## config.mk

```make
export PLATFORM = sky130hd
export DESIGN_NAME = instruction_fetch_unit_flat
export DESIGN_NICKNAME = d
export VERILOG_FILES = /design/src/rtl/cpu_pkg.sv /design/src/rtl/instruction_fetch_unit_if.sv /design/src/rtl/pc_next_calc.sv /design/src/rtl/instruction_fetch_unit.sv /design/src/flat_wrapper.sv
export SDC_FILE = /design/constraint.sdc
export NUM_CORES = 1
export LEC_CHECK = 0
export BUFFER_PORTS_ARGS = -buffer_cell sky130_fd_sc_hd__buf_4
export CORE_ASPECT_RATIO = 1.4
export CORE_MARGIN = 10
export CORE_UTILIZATION = 49
export DETAILED_ROUTE_END_ITERATION = 10
export PLACE_DENSITY = 0.78
export SETUP_SLACK_MARGIN = 0.2
export SLEW_MARGIN = 25
export SYNTH_ARGS = -nofsm -noshare
export SYNTH_HDL_FRONTEND = slang
export SYNTH_SLANG_ARGS = --single-unit
```

## constraint.sdc

```tcl
create_clock -name clk -period 3.3 [get_ports clk]
set_clock_uncertainty 0.2 [all_clocks]
set_input_delay 0.33 -clock clk [delete_from_list [all_inputs] [get_ports clk]]
set_output_delay 0.33 -clock clk [all_outputs]
set_load 0.05 [all_outputs]
```

## src/rtl/cpu_pkg.sv

```systemverilog
// Shared types and constants for the integer datapath front end.
package cpu_pkg;

    // Fetch sequencer state encoding (2-bit).
    typedef enum logic [1:0] {
        ST_IDLE  = 2'b00,
        ST_REQ   = 2'b01,
        ST_DONE  = 2'b10,
        ST_FAULT = 2'b11
    } fetch_state_t;

    // Next-PC source select.
    localparam logic [1:0] PC_SEL_SEQ = 2'b00;
    localparam logic [1:0] PC_SEL_BR  = 2'b01;
    localparam logic [1:0] PC_SEL_JMP = 2'b10;
    localparam logic [1:0] PC_SEL_JR  = 2'b11;

    // Default PC after reset; the top module exposes it as its RESET_PC parameter.
    localparam logic [31:0] RESET_PC_DEFAULT = 32'h0000_0000;

    // Sign-extend a 16-bit immediate to 32 bits.
    function automatic logic [31:0] sign_ext16(input logic [15:0] v);
        return {{16{v[15]}}, v};
    endfunction

endpackage

```

## src/rtl/instruction_fetch_unit_if.sv

```systemverilog
// Instruction-memory request/acknowledge port.
interface instruction_fetch_unit_if;
    logic        im_req;
    logic [31:0] im_addr;
    logic [31:0] im_rdata;
    logic        im_ack;

    // Fetch unit side: issues requests, receives data.
    modport master (
        output im_req,
        output im_addr,
        input  im_rdata,
        input  im_ack
    );

    // Memory side: serves requests.
    modport slave (
        input  im_req,
        input  im_addr,
        output im_rdata,
        output im_ack
    );
endinterface

```

## src/rtl/pc_next_calc.sv

```systemverilog
// Combinational next-PC selection and word-alignment check.
module pc_next_calc
    import cpu_pkg::*;
(
    input  logic [1:0]  pc_sel,
    input  logic [31:0] pc,
    input  logic [31:0] se_16,
    input  logic [25:0] jidx,
    input  logic [31:0] pc_jr,
    output logic [31:0] target,
    output logic        misaligned
);

    // Select the target; the branch offset is relative to the PC that already
    // points past the branch instruction.
    always_comb begin
        target = pc + 32'd4;
        unique case (pc_sel)
            PC_SEL_SEQ: target = pc + 32'd4;
            PC_SEL_BR:  target = pc + {se_16[29:0], 2'b00};
            PC_SEL_JMP: target = {pc[31:28], jidx, 2'b00};
            PC_SEL_JR:  target = pc_jr;
            default:    target = pc + 32'd4;
        endcase
    end

    assign misaligned = (target[1:0] != 2'b00);

endmodule

```

## src/rtl/instruction_fetch_unit.sv

```systemverilog
// Instruction fetch unit: PC/IR registers, fetch sequencer with ack timeout,
// and next-PC update driven by the control unit.
//
//  state    | meaning
//  ---------+-----------------------------------------------------------
//  ST_IDLE  | waiting for fetch_req / pc_ld after reset
//  ST_REQ   | im_req high, waiting for im_ack (timer counts wait cycles)
//  ST_DONE  | IR holds a freshly fetched word (ir_valid high)
//  ST_FAULT | timeout or misaligned PC load; inputs ignored until reset
module instruction_fetch_unit
    import cpu_pkg::*;
#(
    parameter logic [31:0] RESET_PC = cpu_pkg::RESET_PC_DEFAULT,
    parameter int          TIMEOUT  = 16
) (
    input  logic                       clk,
    input  logic                       reset,
    input  logic                       fetch_req,
    input  logic                       pc_ld,
    input  logic [1:0]                 pc_sel,
    input  logic [31:0]                pc_jr,
    instruction_fetch_unit_if.master   im,
    output logic [31:0]                pc_out,
    output logic [31:0]                ir_out,
    output logic [31:0]                se_16,
    output logic                       ir_valid,
    output logic                       busy,
    output logic                       fault
);

    localparam int                 TIMER_W   = (TIMEOUT > 2) ? $clog2(TIMEOUT) : 1;
    localparam logic [TIMER_W-1:0] TIMER_MAX = TIMER_W'(TIMEOUT - 1);

    fetch_state_t       state, state_nxt;
    logic [31:0]        pc_q;
    logic [31:0]        ir_q;
    logic [31:0]        im_addr_q;
    logic               im_req_q;
    logic [TIMER_W-1:0] timer_q;

    logic [31:0]        pc_target;
    logic               pc_misaligned;

    logic               ld_ok;
    logic               start;
    logic               ack_take;
    logic               tmo;

    pc_next_calc u_pc_next_calc (
        .pc_sel     (pc_sel),
        .pc         (pc_q),
        .se_16      (se_16),
        .jidx       (ir_q[25:0]),
        .pc_jr      (pc_jr),
        .target     (pc_target),
        .misaligned (pc_misaligned)
    );

    // State register.
    always_ff @(posedge clk) begin
        if (!reset) begin
            state <= ST_IDLE;
        end else begin
            state <= state_nxt;
        end
    end

    // Next-state decode and per-cycle action strobes.
    always_comb begin
        state_nxt = state;
        ld_ok     = 1'b0;
        start     = 1'b0;
        ack_take  = 1'b0;
        tmo       = 1'b0;
        unique case (state)
            ST_IDLE, ST_DONE: begin
                if (pc_ld && pc_misaligned) begin
                    // A bad target also cancels any fetch requested alongside it.
                    state_nxt = ST_FAULT;
                end else begin
                    ld_ok = pc_ld;
                    if (fetch_req) begin
                        start     = 1'b1;
                        state_nxt = ST_REQ;
                    end
                end
            end
            ST_REQ: begin
                if (im_req_q && im.im_ack) begin
                    ack_take  = 1'b1;
                    state_nxt = ST_DONE;
                end else if (timer_q == TIMER_MAX) begin
                    tmo       = 1'b1;
                    state_nxt = ST_FAULT;
                end
            end
            ST_FAULT: begin
                state_nxt = ST_FAULT;
            end
            default: begin
                state_nxt = ST_IDLE;
            end
        endcase
    end

    // PC and IR registers: a load takes priority, fetch completion advances PC.
    always_ff @(posedge clk) begin
        if (!reset) begin
            pc_q <= RESET_PC;
            ir_q <= 32'h0;
        end else begin
            if (ld_ok) begin
                pc_q <= pc_target;
            end else if (ack_take) begin
                pc_q <= pc_q + 32'd4;
            end
            if (ack_take) begin
                ir_q <= im.im_rdata;
            end
        end
    end

    // Memory request, captured address and wait timer.
    always_ff @(posedge clk) begin
        if (!reset) begin
            im_req_q  <= 1'b0;
            im_addr_q <= 32'h0;
            timer_q   <= '0;
        end else begin
            if (start) begin
                // Same-cycle pc_ld: fetch from the freshly loaded PC.
                im_addr_q <= ld_ok ? pc_target : pc_q;
                im_req_q  <= 1'b1;
                timer_q   <= '0;
            end else if (ack_take || tmo) begin
                im_req_q  <= 1'b0;
            end else if (state == ST_REQ) begin
                timer_q   <= timer_q + TIMER_W'(1);
            end
        end
    end

    assign im.im_req  = im_req_q;
    assign im.im_addr = im_addr_q;

    assign pc_out   = pc_q;
    assign ir_out   = ir_q;
    assign se_16    = sign_ext16(ir_q[15:0]);
    assign ir_valid = (state == ST_DONE);
    assign busy     = (state == ST_REQ);
    assign fault    = (state == ST_FAULT);

endmodule

```

## src/flat_wrapper.sv

```systemverilog
// flat-port wrapper written by rule: the top's interface ports become plain ports
module instruction_fetch_unit_flat import cpu_pkg::*;
#(
    parameter logic [31:0] RESET_PC = cpu_pkg::RESET_PC_DEFAULT,
    parameter int          TIMEOUT  = 16
)
  (clk, reset, fetch_req, pc_ld, pc_sel, pc_jr, pc_out, ir_out, se_16, ir_valid, busy, fault, im_im_req, im_im_addr, im_im_rdata, im_im_ack);
  instruction_fetch_unit_if im_i ();
  input  logic clk;
  input  logic reset;
  input  logic fetch_req;
  input  logic pc_ld;
  input  logic [1:0] pc_sel;
  input  logic [31:0] pc_jr;
  output logic [31:0] pc_out;
  output logic [31:0] ir_out;
  output logic [31:0] se_16;
  output logic ir_valid;
  output logic busy;
  output logic fault;
  output wire logic [$bits(im_i.im_req)-1:0] im_im_req;
  output wire logic [$bits(im_i.im_addr)-1:0] im_im_addr;
  input wire logic [$bits(im_i.im_rdata)-1:0] im_im_rdata;
  input wire logic [$bits(im_i.im_ack)-1:0] im_im_ack;
  assign im_im_req = im_i.im_req;
  assign im_im_addr = im_i.im_addr;
  assign im_i.im_rdata = im_im_rdata;
  assign im_i.im_ack = im_im_ack;
  instruction_fetch_unit #(.RESET_PC(RESET_PC), .TIMEOUT(TIMEOUT)) u_core (.clk(clk), .reset(reset), .fetch_req(fetch_req), .pc_ld(pc_ld), .pc_sel(pc_sel), .pc_jr(pc_jr), .im(im_i), .pc_out(pc_out), .ir_out(ir_out), .se_16(se_16), .ir_valid(ir_valid), .busy(busy), .fault(fault));
endmodule
```

# Word level (Yosys, flattened, before mapping)
# Index checks and enable logic that the tools add are counted.
[word_totals]
wordCells = 53
out_inout_bits = 132
inputBits = 71
ff_bits = 103
[classes]
n_reduce_logical = 12
add_sub_neg = 3
bitwise = 2
n_mux = 21
n_eq_ne = 9
[op_table]
columns = ["cell", "count"]
rows = [
  ["$pmux W32 S4", 1],
  ["$mux W32", 3],
  ["$add A32 B3 Y32 const B", 1],
  ["$add A32 B32 Y32", 1],
  ["$mux W1", 12],
  ["$eq A2 B2 Y1 const B", 4],
  ["$mux W2", 4],
  ["$pmux W2 S3", 1],
  ["$reduce_bool A2 Y1", 3],
  ["$add A4 B1 Y4 const B", 1],
  ["$eq A2 B1 Y1 const B", 2],
  ["$eq A4 B4 Y1 const B", 1],
  ["$logic_not A2 Y1", 2],
  ["$reduce_and A2 Y1", 2],
  ["$reduce_or A2 Y1", 2],
  ["$ne A3 B1 Y1 const B", 1],
  ["$ne A3 B2 Y1 const B", 1],
  ["$logic_and A1 B1 Y1", 2],
  ["$not A1 Y1", 2],
  ["$logic_or A1 B1 Y1", 1],
]

# Longest topological paths before layout
# Gate-level depths: netlist (run 1).
[depth]
word_depth = 7
ltp_mapped = 12
depth_no_buf = 12

# Hierarchy
# A second synthesis (run 1) with hierarchy kept.
[unflattened]
cells_unflattened = 949
hier_area_um2 = 7214.4
[modules_own_cells]
columns = ["mod", "cells_each", "area_per_inst_um2", "seq_area_each_um2", "instances"]
rows = [
  ["instruction_fetch_unit", 595, 4729.5, 2062.0, 1],
  ["pc_next_calc", 354, 2484.9, 0.0, 1],
]

# Worst setup path after synthesis (run 1)
# OpenSTA, ideal clock, no wires.
[synth_timing]
path_type = "reg-to-reg"
start = "register u_core.ir_q[15], in the netlist u_core.ir_out[15]"
end = "register u_core.pc_q[25], in the netlist u_core.pc_out[25]"
path_stages_with_launch = 11
setup_time_ns = 0.136
arrival_ns = 3.478
slack_ns = -0.514
required_time_ns = 2.964
synth_period_minus_slack_ns = 3.814
path_buffers = 1
path_cell_list = "dfxtp_1 ha_1 clkbuf_1 a21o_1 a21o_1 a31oi_1 nand2_1 or4_1 and3_1 a2111oi_0 a211oi_1"
[synth_between]
elab_chain_len = 3
[synth_lines]
columns = ["item", "line_no", "rtl"]
rows = [
  ["start: declaration", "instruction_fetch_unit.sv:36", "logic [31:0] ir_q;"],
  ["start signal: assignment", "instruction_fetch_unit.sv:118", "ir_q <= im.im_rdata;"],
  ["$add A32 B32 Y32", "pc_next_calc.sv:20", "PC_SEL_BR: target = pc + {se_16[29:0], 2'b00};"],
  ["$pmux W32 S4", "pc_next_calc.sv:18", "unique case (pc_sel)"],
  ["$mux W32", "instruction_fetch_unit.sv:112", "if (ld_ok) begin"],
  ["end signal: assignment", "instruction_fetch_unit.sv:113", "pc_q <= pc_target;"],
  ["end signal: assignment", "instruction_fetch_unit.sv:115", "pc_q <= pc_q + 32'd4;"],
  ["end: declaration", "instruction_fetch_unit.sv:35", "logic [31:0] pc_q;"],
]
# Every way passes these cells.
# A chain may end at the register's enable or synchronous reset.

# Worst setup path after layout (run 1)
[layout_timing]
start = "register u_core.ir_q[13], in the netlist u_core.ir_out[13]"
end = "register u_core.pc_q[26], in the netlist u_core.pc_out[26]"
# The elaborated chain is that of the path after synthesis.

==> results.toml, run 1 <==
[worst_hold_path]
timing.hold.worst.class = "primary input to flip-flop"
worstHoldStart = "im_im_rdata[26]"
timing.hold.worst_path_depth = 3

[synth]
synth_fa_ha_area_share_pct = 5.31
post_synth_xor_area_fraction_pct = 7.53
synthCells = 1006
most_used_flip_flop_cell_after_synthesis = "sky130_fd_sc_hd__dfxtp_1"
mappedNetlistNets = 1109
synth.area.mux_share_pct = 5.95
yosysWarnings = 0
post_synth_instance_area_mm2 = 0.00768
postSynth.asyncResetShare_pct = 0
synth_top_family_by_area = "compound AO/OA/AOI/OAI gates"
synth-compound-area-share_pct = 25.2
synth_simple_gate_area_share_pct = 21.3
number_of_synthesized_flops_with_an_enable_pin = 0
synth_seq_cells = 103
avgSynthCellArea_um2 = 7.63
yosys.cell_types.count = 75
yosysSeqAreaShare_pct = 26.9

[sta]
hold_slack_ns = 0.00717
maxSlewHeadroom_pct = 41.8
final-max-slew-violation-count = 0
min_period_ns = 3.02
fmaxAchievable_mhz = 331
final.setup.worst_slack_ns = 0.282
finalSetupTns_ns = 0
report.final.setup_viol = 0
rsz0062_at_grt = "true"
worst_slew_pin_slew_ns = 0.870
final-hold-violation-count = 0
timing.final.crit_share_pct = 91.5

[worst_setup_path]
worstPathRequired_ns = 3.37
timing.critical_path.from = "u_core.ir_out[13]$_SDFFE_PN0P_"
critical_path_peak_fanout = 8
crit_path_end_kind = "flip-flop"
reg2reg_slack_ns = 0.28
reg2regPathDepth = 9
worstSetupStartpointType = "flip-flop"
worst_ep_arrival_time_ns = 3.09
regToRegStartpoint = "u_core.ir_out[13]$_SDFFE_PN0P_"
critPathKind = "flip-flop to flip-flop"

[drt]
detailroute.wirelength.met3_um = 2200
top_layer = "met4"
post_drt_wl_per_cell_um = 20.4
drt-total-wl_um = 27700
drt-initial-drc-count = 648
route.met2.wl_um = 14100
drt_pre_antenna_iters = 5
route.layer.met1.wl_um = 10300
routed_via_density = 6.04
drc = 0
vias = 8187
antenna_left = 0

[run_status]
status = "completed"

[floorplanning]
die_x_um = 126
io_pins = 203
fp.dieArea_mm2 = 0.0211
core_area_mm2 = 0.0155
initial_utilization_pct = 49.6
chipHeight_um = 168
row_count = 54

[global_route]
antenna_found_initial = 0
grt_start_max_net_pins = 59
grt_first_pass_wirelength_um = 43700
groute.usage.overall_pct = 24.8
vias_in_the_first_global_route = 8030
global_route.overflow_total = 0

[place]
detailedPlace.worstSlack_ns = 0.132
gpl.final_weighted_congestion = 0.962
placed_cells_incl_taps = 1337
hpwl_um = 20400
port_buffers = 202

[layout]
layout-drive-gt1-share_pct = 29.1
layout-area-overhead-vs-synth_pct = 26.5
layout.nets = 1258
antennaDiodeCount = 0
finish.cell_count_without_fillers = 1356

[pwr]
switching_share_pct = 35.8
clock_power_share_pct = 32.7
seq_power_share_pct = 40.3
combPwrFrac_pct = 27.0
cellInternalPower_mw = 2.18
power-per-cell-area_mw_per_mm2 = 350
total_switching_power_mw = 1.22
worst_voltage_drop_across_the_vdd_grid_mv = 0.235
leak_pwr_nw = 4.29
post-layout-total-power_mw = 3.40

[clock_network]
postCtsHoldBufs = 0
tritoncts = "built"
clk_root_buffer_cell = "sky130_fd_sc_hd__clkbuf_16"
max-clock-path-buffers = 2
clkSlewWorstSetupHoldPaths_ns = 0.08
tritoncts.num_buffers = 9
clk_latency_ns = 0.36
ctsHtreeMaxLevel = 3
numClockSinks = 103

[flow_run]
max_cap_check_violation_count = 0
power groups by stage:
stage / registers [mW] / logic [mW] / clock network (mW)
6_report: 1.37 / 0.918 / 1.11
5_1_grt: 1.38 / 0.976 / 1.18
4_1_cts: 1.37 / 0.909 / 1.13
3_5_place_dp: 1.40 / 0.904 / 0
3_3_place_gp: 1.39 / 0.895 / 0
2_1_floorplan: 1.58 / 0.395 / 0
cells in the mapped netlist, types with 5 or more instances:
library cell | instances | area (um^2)
sky130_fd_sc_hd__a211oi_1 | 17 | 128
sky130_fd_sc_hd__a21o_1 | 21 | 158
sky130_fd_sc_hd__a21oi_1 | 123 | 616
sky130_fd_sc_hd__a221oi_1 | 7 | 61.3
sky130_fd_sc_hd__a311oi_1 | 6 | 52.6
sky130_fd_sc_hd__a31oi_1 | 13 | 81.3
sky130_fd_sc_hd__and2_1 | 9 | 56.3
sky130_fd_sc_hd__and3_1 | 17 | 106
sky130_fd_sc_hd__buf_1 | 11 | 41.3
sky130_fd_sc_hd__buf_2 | 9 | 45.0
sky130_fd_sc_hd__buf_4 | 33 | 248
sky130_fd_sc_hd__clkbuf_1 | 49 | 184
sky130_fd_sc_hd__dfxtp_1 | 103 | 2060
sky130_fd_sc_hd__ha_1 | 31 | 388
sky130_fd_sc_hd__inv_1 | 17 | 63.8
sky130_fd_sc_hd__mux2i_1 | 13 | 130
sky130_fd_sc_hd__mux4_2 | 12 | 270
sky130_fd_sc_hd__nand2_1 | 150 | 563
sky130_fd_sc_hd__nand2b_1 | 9 | 56.3
sky130_fd_sc_hd__nand3_1 | 29 | 145
sky130_fd_sc_hd__nand4_1 | 17 | 106
sky130_fd_sc_hd__nor2_1 | 66 | 248
sky130_fd_sc_hd__nor3_1 | 10 | 50.1
sky130_fd_sc_hd__o211ai_1 | 14 | 105
sky130_fd_sc_hd__o21a_1 | 5 | 37.5
sky130_fd_sc_hd__o21ai_0 | 45 | 225
sky130_fd_sc_hd__o21ai_1 | 16 | 80.1
sky130_fd_sc_hd__o31ai_1 | 6 | 45.0
sky130_fd_sc_hd__or3_1 | 5 | 31.3
sky130_fd_sc_hd__xnor2_1 | 32 | 280
sky130_fd_sc_hd__xor2_1 | 34 | 298
what timing repair did:
| item | 4_1_cts | 5_1_grt |
|---|---|---|
| pin swaps | 3 | 7 |
| gates resized for setup | 4 | 28 |
| endpoints found under the setup margin | 6 | 24 |
| buffers inserted | 0 | 3 |
cell usage in the layout, fill, tap and decap left out, drive strengths merged, types with 6 or more instances in the layout:
master and n:
inv 22, o31ai 6, a21o 21, a21oi 123
o21ai 61, a221oi 7, a311oi 6, clkbuf 10
and2 9, o211ai 15, mux2i 13, nand3 31
nor3 10, nor2 68, a211oi 18, xnor2 32
xor2 34, nand2 150, ha 31, buf 242
mux4 12, nand2b 9, dfxtp 103, nor4 6
nand4 17, and3 17, a31oi 13
area by class of cell:
| type | count | area [um^2] |
|---|---|---|
| Fill cell | 1401 | 5760 |
| Multi-Input combinational cell | 780 | 5150 |
| Sequential cell | 103 | 2090 |
| Timing Repair Buffer | 242 | 1850 |
| Tap cell | 196 | 245 |
| Clock buffer | 10 | 239 |
| Inverter | 19 | 71.3 |
| Clock inverter | 6 | 58.8 |
metrics by stage:
| step | area [um^2] | util [%] |
|---|---|---|
| 5_1_grt | 9710 | 62.8 |
| 2_1_floorplan | 7700 | - |
| 3_3_place_gp | 9260 | 59.8 |
| 4_1_cts | 9580 | 61.9 |
| 3_5_place_dp | 9260 | 59.8 |
| 6_report | 9710 | 62.8 |
flip-flops by register name, indices dropped and copies added (netlist names):
name / flops
u_core.im.im_req: 1
u_core.im.im_addr: 32
u_core.state: 2
u_core.pc_out: 32
u_core.ir_out: 32
u_core.timer_q: 4
routing by layer:
metal | GRT usage [%] | vias up
li1 | - | 3886
met3 | 4.71 | 66
met5 | 0 | -
met1 | 28.8 | 3879
met2 | 43.5 | 356
met4 | 10.6 | 0
cells by family (layout without fill, tap and decap cells):
kind of cell | count (synthesis) | after routing
buffers and inverters | 123 | 277
AO/OA/AOI/OAI | 312 | 312
adder cells (fa/ha/maj) | 32 | 32
AND/OR/NAND/NOR | 340 | 340
XOR/XNOR | 66 | 66
flip-flops | 103 | 103
multiplexers | 30 | 30
worst paths after layout:
kind / to
hold / removal: u_core.ir_out[26]$_SDFFE_PN0P_
setup reg to reg: u_core.pc_out[26]$_SDFFE_PN0P_
hold reg to reg: u_core.ir_out[29]$_SDFFE_PN0P_
setup / recovery: u_core.pc_out[26]$_SDFFE_PN0P_
worst max-delay path: stages, from the launching register on:
cell and delay (ns):
sky130_fd_sc_hd__dfxtp_1 0.44, sky130_fd_sc_hd__ha_1 0.36, sky130_fd_sc_hd__a21oi_1 0.23, sky130_fd_sc_hd__o21ai_0 0.18, sky130_fd_sc_hd__a221oi_2 0.41, sky130_fd_sc_hd__nand2_1 0.19
sky130_fd_sc_hd__and4_1 0.27, sky130_fd_sc_hd__nor4b_4 0.31, sky130_fd_sc_hd__o22ai_1 0.11, sky130_fd_sc_hd__a211oi_1 0.23
Power figures use the tool's default switching activity.
==> run 2, diff against run 1 <==
PLACE_DENSITY = 0.77   (was 0.78)
==> run 2 against run 1 <==
Net effect:
- global-route usage rose by 0.27 points
- first-iteration DRC count is 2.5% lower
- worst setup slack worse by 0.0085 ns
- final area grew 0.50%
- non-clock buffer count increased by 12
- largest cell class unchanged
==> results.toml, run 2 (synthesis gave the netlist of run 1 again) <==
[run_status]
status = "completed"

[drt]
drc = 0
post_drt_wl_per_cell_um = 20.4
drt_pre_antenna_iters = 5
drt-initial-drc-count = 632
antenna_left = 0
vias = 8258
drt-total-wl_um = 27900
routed_via_density = 6.04

[clock_network]
numClockSinks = 103
clkSlewWorstSetupHoldPaths_ns = 0.08
clk_latency_ns = 0.36
tritoncts = "built"
ctsHtreeMaxLevel = 3
max-clock-path-buffers = 2
tritoncts.num_buffers = 9
clk_root_buffer_cell = "sky130_fd_sc_hd__clkbuf_16"

[pwr]
leak_pwr_nw = 4.33
power-per-cell-area_mw_per_mm2 = 346
worst_voltage_drop_across_the_vdd_grid_mv = 0.259

[layout]
antennaDiodeCount = 0
layout.nets = 1270
layout-area-overhead-vs-synth_pct = 27.1
mostFrequentLayoutCells = "sky130_fd_sc_hd__buf_4 (248), sky130_fd_sc_hd__nand2_1 (150), sky130_fd_sc_hd__a21oi_1 (116)"
final_common_cell = "sky130_fd_sc_hd__buf_4"
layout-drive-gt1-share_pct = 29.4
nFillCells = 1403

[worst_setup_path]
worst_ep_arrival_time_ns = 3.10
worstSetupStartpointType = "flip-flop"
regToRegStartpoint = "u_core.pc_out[2]$_SDFFE_PN0P_"
critical_path_peak_fanout = 6
worstPathRequired_ns = 3.37
crit_path_end_kind = "flip-flop"
timing.critical_path.from = "u_core.pc_out[2]$_SDFFE_PN0P_"
critPathKind = "flip-flop to flip-flop"

[place]
port_buffers = 202
hpwl_um = 20800
gpl.final_weighted_congestion = 0.968
detailedPlace.worstSlack_ns = 0.0377

[sta]
fmaxAchievable_mhz = 330
final.setup.worst_slack_ns = 0.273
rsz0062_at_grt = "true"
maxSlewHeadroom_pct = 41.7
final-max-slew-violation-count = 0
min_period_ns = 3.03
worst_slew_pin_slew_ns = 0.872
report.final.setup_viol = 0
finalSetupTns_ns = 0
timing.final.crit_share_pct = 91.7
final-hold-violation-count = 0

[global_route]
vias_in_the_first_global_route = 8153
grt_first_pass_wirelength_um = 43900
antenna_found_initial = 1
groute.usage.overall_pct = 25.1
global_route.overflow_total = 0
grt_start_max_net_pins = 47

[worst_hold_path]
timing.hold.worst.class = "primary input to flip-flop"
worstHoldStart = "im_im_rdata[2]"

[floorplanning]
io_pins = 203
chipHeight_um = 168
die_x_um = 126
core_area_mm2 = 0.0155
row_count = 54
fp.dieArea_mm2 = 0.0211
initial_utilization_pct = 49.6

[flow_run]
max_cap_check_violation_count = 0
[run 2: cell count changes in the layout (fill, tap and decap cells not counted), sizes merged]
cell         before  now
clkinv            2    4
dlygate4sd3       0    4
clkinvlp          1    0
buf             242  249
[run 2: layer usage]
| layer | global-route usage (%) | up-vias | part of all wire, % |
|---|---|---|---|
| li1 | - | 3917 | - |
| met5 | 0 | - | 0.047 |
| met1 | 28.7 | 3911 | 38 |
| met2 | 43.4 | 349 | 50 |
| met4 | 12.5 | 2 | 4.5 |
| met3 | 5.00 | 79 | 7.3 |
[run 2: path summary, 6_finish.rpt]
kind	to	slack, ns	cells past startpoint
hold reg to reg	u_core.ir_out[31]$_SDFFE_PN0P_	0.26	2
hold / removal	u_core.ir_out[2]$_SDFFE_PN0P_	0.005	3
setup reg to reg	u_core.pc_out[26]$_SDFFE_PN0P_	0.27	11
setup / recovery	u_core.pc_out[26]$_SDFFE_PN0P_	0.27	11
[run 2: what timing repair did]
item / in CTS / in global routing
setup buffers: 0 / 8
pin swaps: 0 / 9
endpoints found under the setup margin: 8 / 21
resized for setup: 6 / 24
hold buffers: 4 / 0
hold endpoints to repair: 4 / 0
[run 2: worst max-delay path: stages, from the launching register on]
cell and delay (ns):
sky130_fd_sc_hd__dfxtp_2 0.33, sky130_fd_sc_hd__buf_4 0.14, sky130_fd_sc_hd__ha_1 0.26, sky130_fd_sc_hd__nand3_2 0.16, sky130_fd_sc_hd__nor4_4 0.42, sky130_fd_sc_hd__nand4_1 0.24, sky130_fd_sc_hd__xnor2_1 0.20, sky130_fd_sc_hd__a211oi_2 0.24
sky130_fd_sc_hd__a31oi_1 0.09, sky130_fd_sc_hd__nor4b_2 0.30, sky130_fd_sc_hd__o22ai_1 0.11, sky130_fd_sc_hd__a211oi_1 0.23
[run 2: where the power goes]
part	internal (mW)	leakage (nW)	switching, mW
combinational	0.325	3.34	0.596
clock	0.531	0.144	0.551
sequential	1.30	0.847	0.0654
total	2.16	4.33	1.21
[run 2: area by class of cell]
class	count	area [um^2]	area share (%)
clock inverter	7	62.6	0.641
multi-input combinational	780	5130	52.6
tap	196	245	2.51
inverter	19	71.3	0.731
clock buffer	9	225	2.31
sequential	103	2090	21.4
timing repair buffer	254	1930	19.8
[run 2: per-stage QoR]
step	cell area, um^2	power (mW)	utilization [%]	hold WS [ns]	std cells
after floorplan	7700	1.98	-	0.256	1006
after global placement	9260	2.29	59.8	0.243	1340
after detailed placement	9260	2.30	59.8	0.250	1340
after CTS	9610	3.38	62.1	0.000381	1360
after global routing	9760	3.50	63.1	0.0174	1368
final	9760	3.37	63.1	0.00532	1368
